### config.mk
export PLATFORM = sky130hd
export DESIGN_NAME = qarma_tweak_schedule
export DESIGN_NICKNAME = d
export VERILOG_FILES = /design/src/rtl/qarma_tweak_schedule.sv
export SDC_FILE = /design/constraint.sdc
export NUM_CORES = 1
export LEC_CHECK = 0
export CORE_ASPECT_RATIO = 2
export CORE_MARGIN = 2
export CORE_UTILIZATION = 45
export DETAILED_ROUTE_END_ITERATION = 12
export PLACE_DENSITY_LB_ADDON = 0.3
export SKIP_CTS_REPAIR_TIMING = 1
export SYNTH_ARGS = -nofsm -noshare
export SYNTH_HDL_FRONTEND = slang
export SYNTH_SLANG_ARGS = --single-unit
### constraint.sdc
create_clock -name clk -period 1.7 [get_ports clk]
set_input_delay 0.425 -clock clk [delete_from_list [all_inputs] [get_ports clk]]
set_output_delay 0.425 -clock clk [all_outputs]
set_load 0.01 [all_outputs]
### src/rtl/qarma_tweak_schedule.sv
// qarma_tweak_schedule
//
// Generates the QARMA round-tweak sequence from a 128-bit seed tweak.
// A sequence emits NUM_ROUNDS+1 tweaks: the seed (round 0), then one updated
// tweak per accepted output beat. The forward update is a cell permutation
// (phi) followed by the omega LFSR on cells 0..7 and 16..23. The inverse
// update undoes that: inverse omega on the same cells, then phi^-1.
//
// Cell numbering: cell 0 = bits 127:124, cell 31 = bits 3:0.
//
// Optional feature (compile-time macro QARMA_TWEAK_SCHED_ABORT_EN):
//   adds input 'abort'. Abort in RUN returns to IDLE at the next edge.
//   Abort in IDLE has no effect. Without the macro there is no abort port,
//   and a sequence ends only by completion or reset.
//
// Ports:
//   clk        in   1    clock, rising edge
//   rst        in   1    synchronous active-high reset
//   abort      in   1    (macro only) abandon the running sequence
//   in_valid   in   1    seed tweak offered
//   in_ready   out  1    high in IDLE only
//   in_tweak   in   128  seed tweak
//   in_inv     in   1    0 = forward schedule, 1 = inverse schedule
//   out_valid  out  1    high in RUN only
//   out_ready  in   1    consumer accepts the current tweak
//   out_tweak  out  128  current round tweak, straight from the register
//   out_round  out  5    round index of out_tweak (0 = seed)
//   out_last   out  1    out_round == NUM_ROUNDS

module qarma_tweak_schedule #(
    parameter int unsigned NUM_ROUNDS = 13
) (
    input  logic         clk,
    input  logic         rst,
`ifdef QARMA_TWEAK_SCHED_ABORT_EN
    input  logic         abort,
`endif
    input  logic         in_valid,
    output logic         in_ready,
    input  logic [127:0] in_tweak,
    input  logic         in_inv,
    output logic         out_valid,
    input  logic         out_ready,
    output logic [127:0] out_tweak,
    output logic [4:0]   out_round,
    output logic         out_last
);

    localparam logic [4:0] LastRound = 5'(NUM_ROUNDS);

    // Forward permutation: out cell i = in cell PHI[i].
    localparam logic [4:0] PHI [32] = '{
        5'd1,  5'd10, 5'd14, 5'd22, 5'd18, 5'd25, 5'd29, 5'd21,
        5'd0,  5'd8,  5'd12, 5'd4,  5'd19, 5'd27, 5'd31, 5'd23,
        5'd17, 5'd26, 5'd30, 5'd6,  5'd2,  5'd9,  5'd13, 5'd5,
        5'd16, 5'd24, 5'd28, 5'd20, 5'd3,  5'd11, 5'd15, 5'd7
    };

    // Inverse permutation: out cell i = in cell INV_PHI[i].
    localparam logic [4:0] INV_PHI [32] = '{
        5'd8,  5'd0,  5'd20, 5'd28, 5'd11, 5'd23, 5'd19, 5'd31,
        5'd9,  5'd21, 5'd1,  5'd29, 5'd10, 5'd22, 5'd2,  5'd30,
        5'd24, 5'd16, 5'd4,  5'd12, 5'd27, 5'd7,  5'd3,  5'd15,
        5'd25, 5'd5,  5'd17, 5'd13, 5'd26, 5'd6,  5'd18, 5'd14
    };

    typedef enum logic [0:0] {
        StIdle,
        StRun
    } state_e;

    // ------------------------------------------------------------------
    // Cell-level helpers
    // ------------------------------------------------------------------

    // omega: b3b2b1b0 -> (b0^b1, b3, b2, b1)
    function automatic logic [3:0] omega(input logic [3:0] b);
        return {b[0] ^ b[1], b[3], b[2], b[1]};
    endfunction

    // omega^-1: b3b2b1b0 -> (b2, b1, b0, b3^b0)
    function automatic logic [3:0] omega_inv(input logic [3:0] b);
        return {b[2], b[1], b[0], b[3] ^ b[0]};
    endfunction

    // Cells 0..7 and 16..23 carry the LFSR; bit 3 of the cell index is clear.
    function automatic logic lfsr_cell(input int idx);
        return (idx % 16) < 8;
    endfunction

    function automatic logic [3:0] get_cell(input logic [127:0] x, input int idx);
        return x[127 - 4 * idx -: 4];
    endfunction

    // ------------------------------------------------------------------
    // Step functions (pure combinational)
    // ------------------------------------------------------------------

    function automatic logic [127:0] step_fwd(input logic [127:0] x);
        logic [127:0] y;
        logic [3:0]   c;
        y = '0;
        for (int i = 0; i < 32; i++) begin
            c = get_cell(x, int'(PHI[i]));
            if (lfsr_cell(i)) begin
                c = omega(c);
            end
            y[127 - 4 * i -: 4] = c;
        end
        return y;
    endfunction

    function automatic logic [127:0] step_inv(input logic [127:0] x);
        logic [127:0] m;
        logic [127:0] y;
        logic [3:0]   c;
        m = '0;
        y = '0;
        // Undo omega first, on the cells as they sit after the forward permutation.
        for (int i = 0; i < 32; i++) begin
            c = get_cell(x, i);
            if (lfsr_cell(i)) begin
                c = omega_inv(c);
            end
            m[127 - 4 * i -: 4] = c;
        end
        for (int i = 0; i < 32; i++) begin
            y[127 - 4 * i -: 4] = get_cell(m, int'(INV_PHI[i]));
        end
        return y;
    endfunction

    // ------------------------------------------------------------------
    // State
    // ------------------------------------------------------------------

    state_e       state_q, state_d;
    logic [127:0] tweak_q, tweak_d;
    logic [4:0]   round_q, round_d;
    logic         inv_q,   inv_d;

    logic [127:0] tweak_step;
    logic         last;
    logic         kill;

    assign tweak_step = inv_q ? step_inv(tweak_q) : step_fwd(tweak_q);
    assign last       = (round_q == LastRound);

`ifdef QARMA_TWEAK_SCHED_ABORT_EN
    assign kill = abort;
`else
    assign kill = 1'b0;
`endif

    always_comb begin
        state_d   = state_q;
        tweak_d   = tweak_q;
        round_d   = round_q;
        inv_d     = inv_q;
        in_ready  = 1'b0;
        out_valid = 1'b0;

        unique case (state_q)
            StIdle: begin
                in_ready = 1'b1;
                if (in_valid) begin
                    tweak_d = in_tweak;
                    inv_d   = in_inv;
                    round_d = '0;
                    state_d = StRun;
                end
            end
            StRun: begin
                out_valid = 1'b1;
                if (kill) begin
                    // Abort wins over a same-cycle handshake; registers freeze.
                    state_d = StIdle;
                end else if (out_ready) begin
                    if (last) begin
                        state_d = StIdle;
                    end else begin
                        tweak_d = tweak_step;
                        round_d = round_q + 5'd1;
                    end
                end
            end
            default: begin
                state_d = StIdle;
            end
        endcase
    end

    always_ff @(posedge clk) begin
        if (rst) begin
            state_q <= StIdle;
            tweak_q <= '0;
            round_q <= '0;
            inv_q   <= 1'b0;
        end else begin
            state_q <= state_d;
            tweak_q <= tweak_d;
            round_q <= round_d;
            inv_q   <= inv_d;
        end
    end

    assign out_tweak = tweak_q;
    assign out_round = round_q;
    assign out_last  = last;

endmodule

==> flow_summary.json <==
{
  "reg2regPathDepth": 8,
  "cp_slowest_cell": "dfxtp_2",
  "muxShareOfSynthArea_pct": 22.6,
  "rows": 71,
  "htreeDepth": 4,
  "synth_nets": 1043,
  "power_leakage_nw": 7.73,
  "worst_slack_ps": -17.3,
  "vias": 8922,
  "setup_viol": 7,
  "die_y_um": 198,
  "drt-vias-per-instance": 5.97,
  "p_comb_share_pct": 30.0,
  "synth_area_leaders": "dfxtp_1 (32%), mux2i_1 (23%), a211o_1 (9.9%)",
  "synthArstFlopShare_pct": 0,
  "worst-path-stages": 8,
  "min_from": "rst",
  "worst_clock_skew_ps": 8.38,
  "numPortBuffers": 268,
  "clk_latency_ps": 430,
  "p_clk_share_pct": 36.6,
  "root_buffer": "clkbuf_16",
  "path_class": "reg2reg",
  "cp_num_buf_inv": 4,
  "fp.dieW_um": 101,
  "start_kind": "flop",
  "rsz0062_at_grt": "yes",
  "crit_arrival_ps": 2060,
  "syn_inst": 908,
  "numCtsBuffers": 17,
  "drive_gt1_share_pct": 18.4,
  "synthDominantCellAreaShare_pct": 31.8,
  "ys_warn_count": 0,
  "synth_top_cells_by_count": "mux2i_1 (192), dfxtp_1 (135), nor2_1 (129)",
  "report.final.slew_viol_count": 0,
  "wire_per_inst_um": 24.0,
  "core_mm2": 0.0187,
  "max_stage_delay_ps": 320,
  "io_pins": 269,
  "critPathLaunch": "out_round[1]",
  "drt_iter0_drc": 534,
  "finalCritPeriodShare_pct": 101,
  "post-dp-hpwl_um": 25300,
  "drc_errors": 0,
  "final_hold_viol_count": 0,
  "grt_usage_pct": 32.9,
  "yosysTopAreaCell": "dfxtp_1",
  "status": "finished with violations",
  "synth-edff-count": 0,
  "start_util_pct": 45.6,
  "antenna_found_initial": 4,
  "cp.required_ps": 2040,
  "violations": "negative setup slack",
  "power.total_mw": 11.3,
  "nets": 1392,
  "relSlewSlack_pct": 66.6,
  "critical-path-top-delay-family": "buffers and inverters",
  "synth_xor_xnor_area_share_pct": 3.29,
  "path_clk_slew_ps": 70,
  "gp_congestion": 0.928,
  "synth_top_family_by_area": "multiplexers",
  "switching_share_pct": 30.3,
  "yosysUniqueCellTypes": 35,
  "hold_depth": 2,
  "max-clock-path-buffers": 2,
  "grt_pass1_vias": 8567,
  "ir_drop_v": 0.000662,
  "first_pass_iters": 7,
  "ys_ff_latch": 135,
  "synth_compound_gate_area_share_pct": 17.3,
  "syn_to_final_growth_pct": 58.8,
  "ant_nets": 0,
  "finalWirelength_um": 35900,
  "hold_class": "in2reg",
  "synthAdderAreaFrac_pct": 0.294,
  "seqPwrFrac_pct": 33.4,
  "reg2reg_from": "out_round[1]",
  "fmax_mhz": 582,
  "worst_slew_pin_slew_ps": 502,
  "place_ws_ps": -287,
  "dieArea_mm2": 0.0201,
  "p_int_mw": 7.90,
  "ys_seq_area_share_pct": 31.8,
  "grt-ovfl-total": 0,
  "worst_setup_path_end_kind": "flop",
  "avgSynthCellArea_um2": 9.37,
  "crit_path_max_fanout": 5,
  "clkSinkCount": 135,
  "cts_tree": "done",
  "synthSimpleGateAreaFrac_pct": 17.2,
  "synth.most_common_cell": "mux2i_1",
  "grt_max_degree": 59,
  "grt_pass1_wl_um": 49400,
  "syn-cell-area_mm2": 0.00851,
  "cpMostUsedCell": "buf_6",
  "period_minus_slack_ps": 1720,
  "crit_chain": "inv_2, ha_4, nand4b_4, buf_6, a21oi_4, buf_6, buf_12, mux2i_2",
  "switching_power_mw": 3.43,
  "ys.flop_type": "dfxtp_1",
  "p_per_area_mw_per_mm2": 838,
  "drv_cap": 0
}
## placed cells by master (no fill, tap or decap), types with 22 or more instances in the layout
cell type        instances
clkbuf_16               23
dfxtp_2                 31
nor2_1                 129
buf_12                  22
dfxtp_1                102
nand2b_1                98
a221oi_1                63
dlymetal6s2s_1         135
xor2_1                  32
a211o_1                 96
clkdlybuf4s50_1        131
buf_4                  120
mux2i_1                190
## per-layer routing
layer	track usage (%)	vias up	share of wire [%]
met5	0	-	0
met4	23.3	0	6.8
met3	5.24	124	5.9
met2	60.0	465	54
met1	32.7	4311	33
li1	-	4022	-
## through the flow
stage | hold WS [ps] | setup TNS (ps) | std cells | utilization [%] | instance area, um2
6_report | 471 | -35.3 | 1494 | 72.4 | 13500
3_5_place_dp | 505 | -29420 | 1440 | 65.1 | 12100
2_1_floorplan | 515 | 0 | 908 | - | 8510
5_1_grt | 487 | -1920 | 1493 | 72.4 | 13500
4_1_cts | 453 | -16400 | 1472 | 68.6 | 12800
3_3_place_gp | 495 | -27410 | 1440 | 65.1 | 12100
## power by group through the flow
stage	clock network (mW)	logic [mW]	registers [mW]
5_1_grt	4.29	3.56	3.81
3_3_place_gp	0	3.18	3.84
3_5_place_dp	0	3.22	3.84
4_1_cts	4.17	3.25	3.78
2_1_floorplan	0	1.38	3.94
6_report	4.15	3.39	3.78
## sequential cells by signal, summed over array words and instances (netlist names)
register	flops
inv_q	1
out_round	5
out_tweak	128
state_q	1
## cell type report
cell class,count,area (um2)
antenna,5,12.5
clock buffer,19,464
clock inverter,13,191
fill,1357,5140
inverter,3,11.3
multi-input combinational,676,5220
sequential,135,2750
tap,219,274
timing repair buffer,424,4590
## kinds of logic (layout without fill, tap and decap cells)
logic type	after synthesis	count (layout)
fa+ha+maj	2	2
simple gates	279	279
compound gates	171	171
mux	192	192
xor+xnor	32	32
buf+inv	97	459
flops	135	135
other cells	0	5
## final timing paths
check / endpoint / slack [ps]
max: out_tweak[94] / -20
max reg2reg: out_tweak[94] / -20
min reg2reg: out_tweak[78] / 500
min: out_round[1] / 470
No activity file was read; power rests on OpenSTA's default activity.
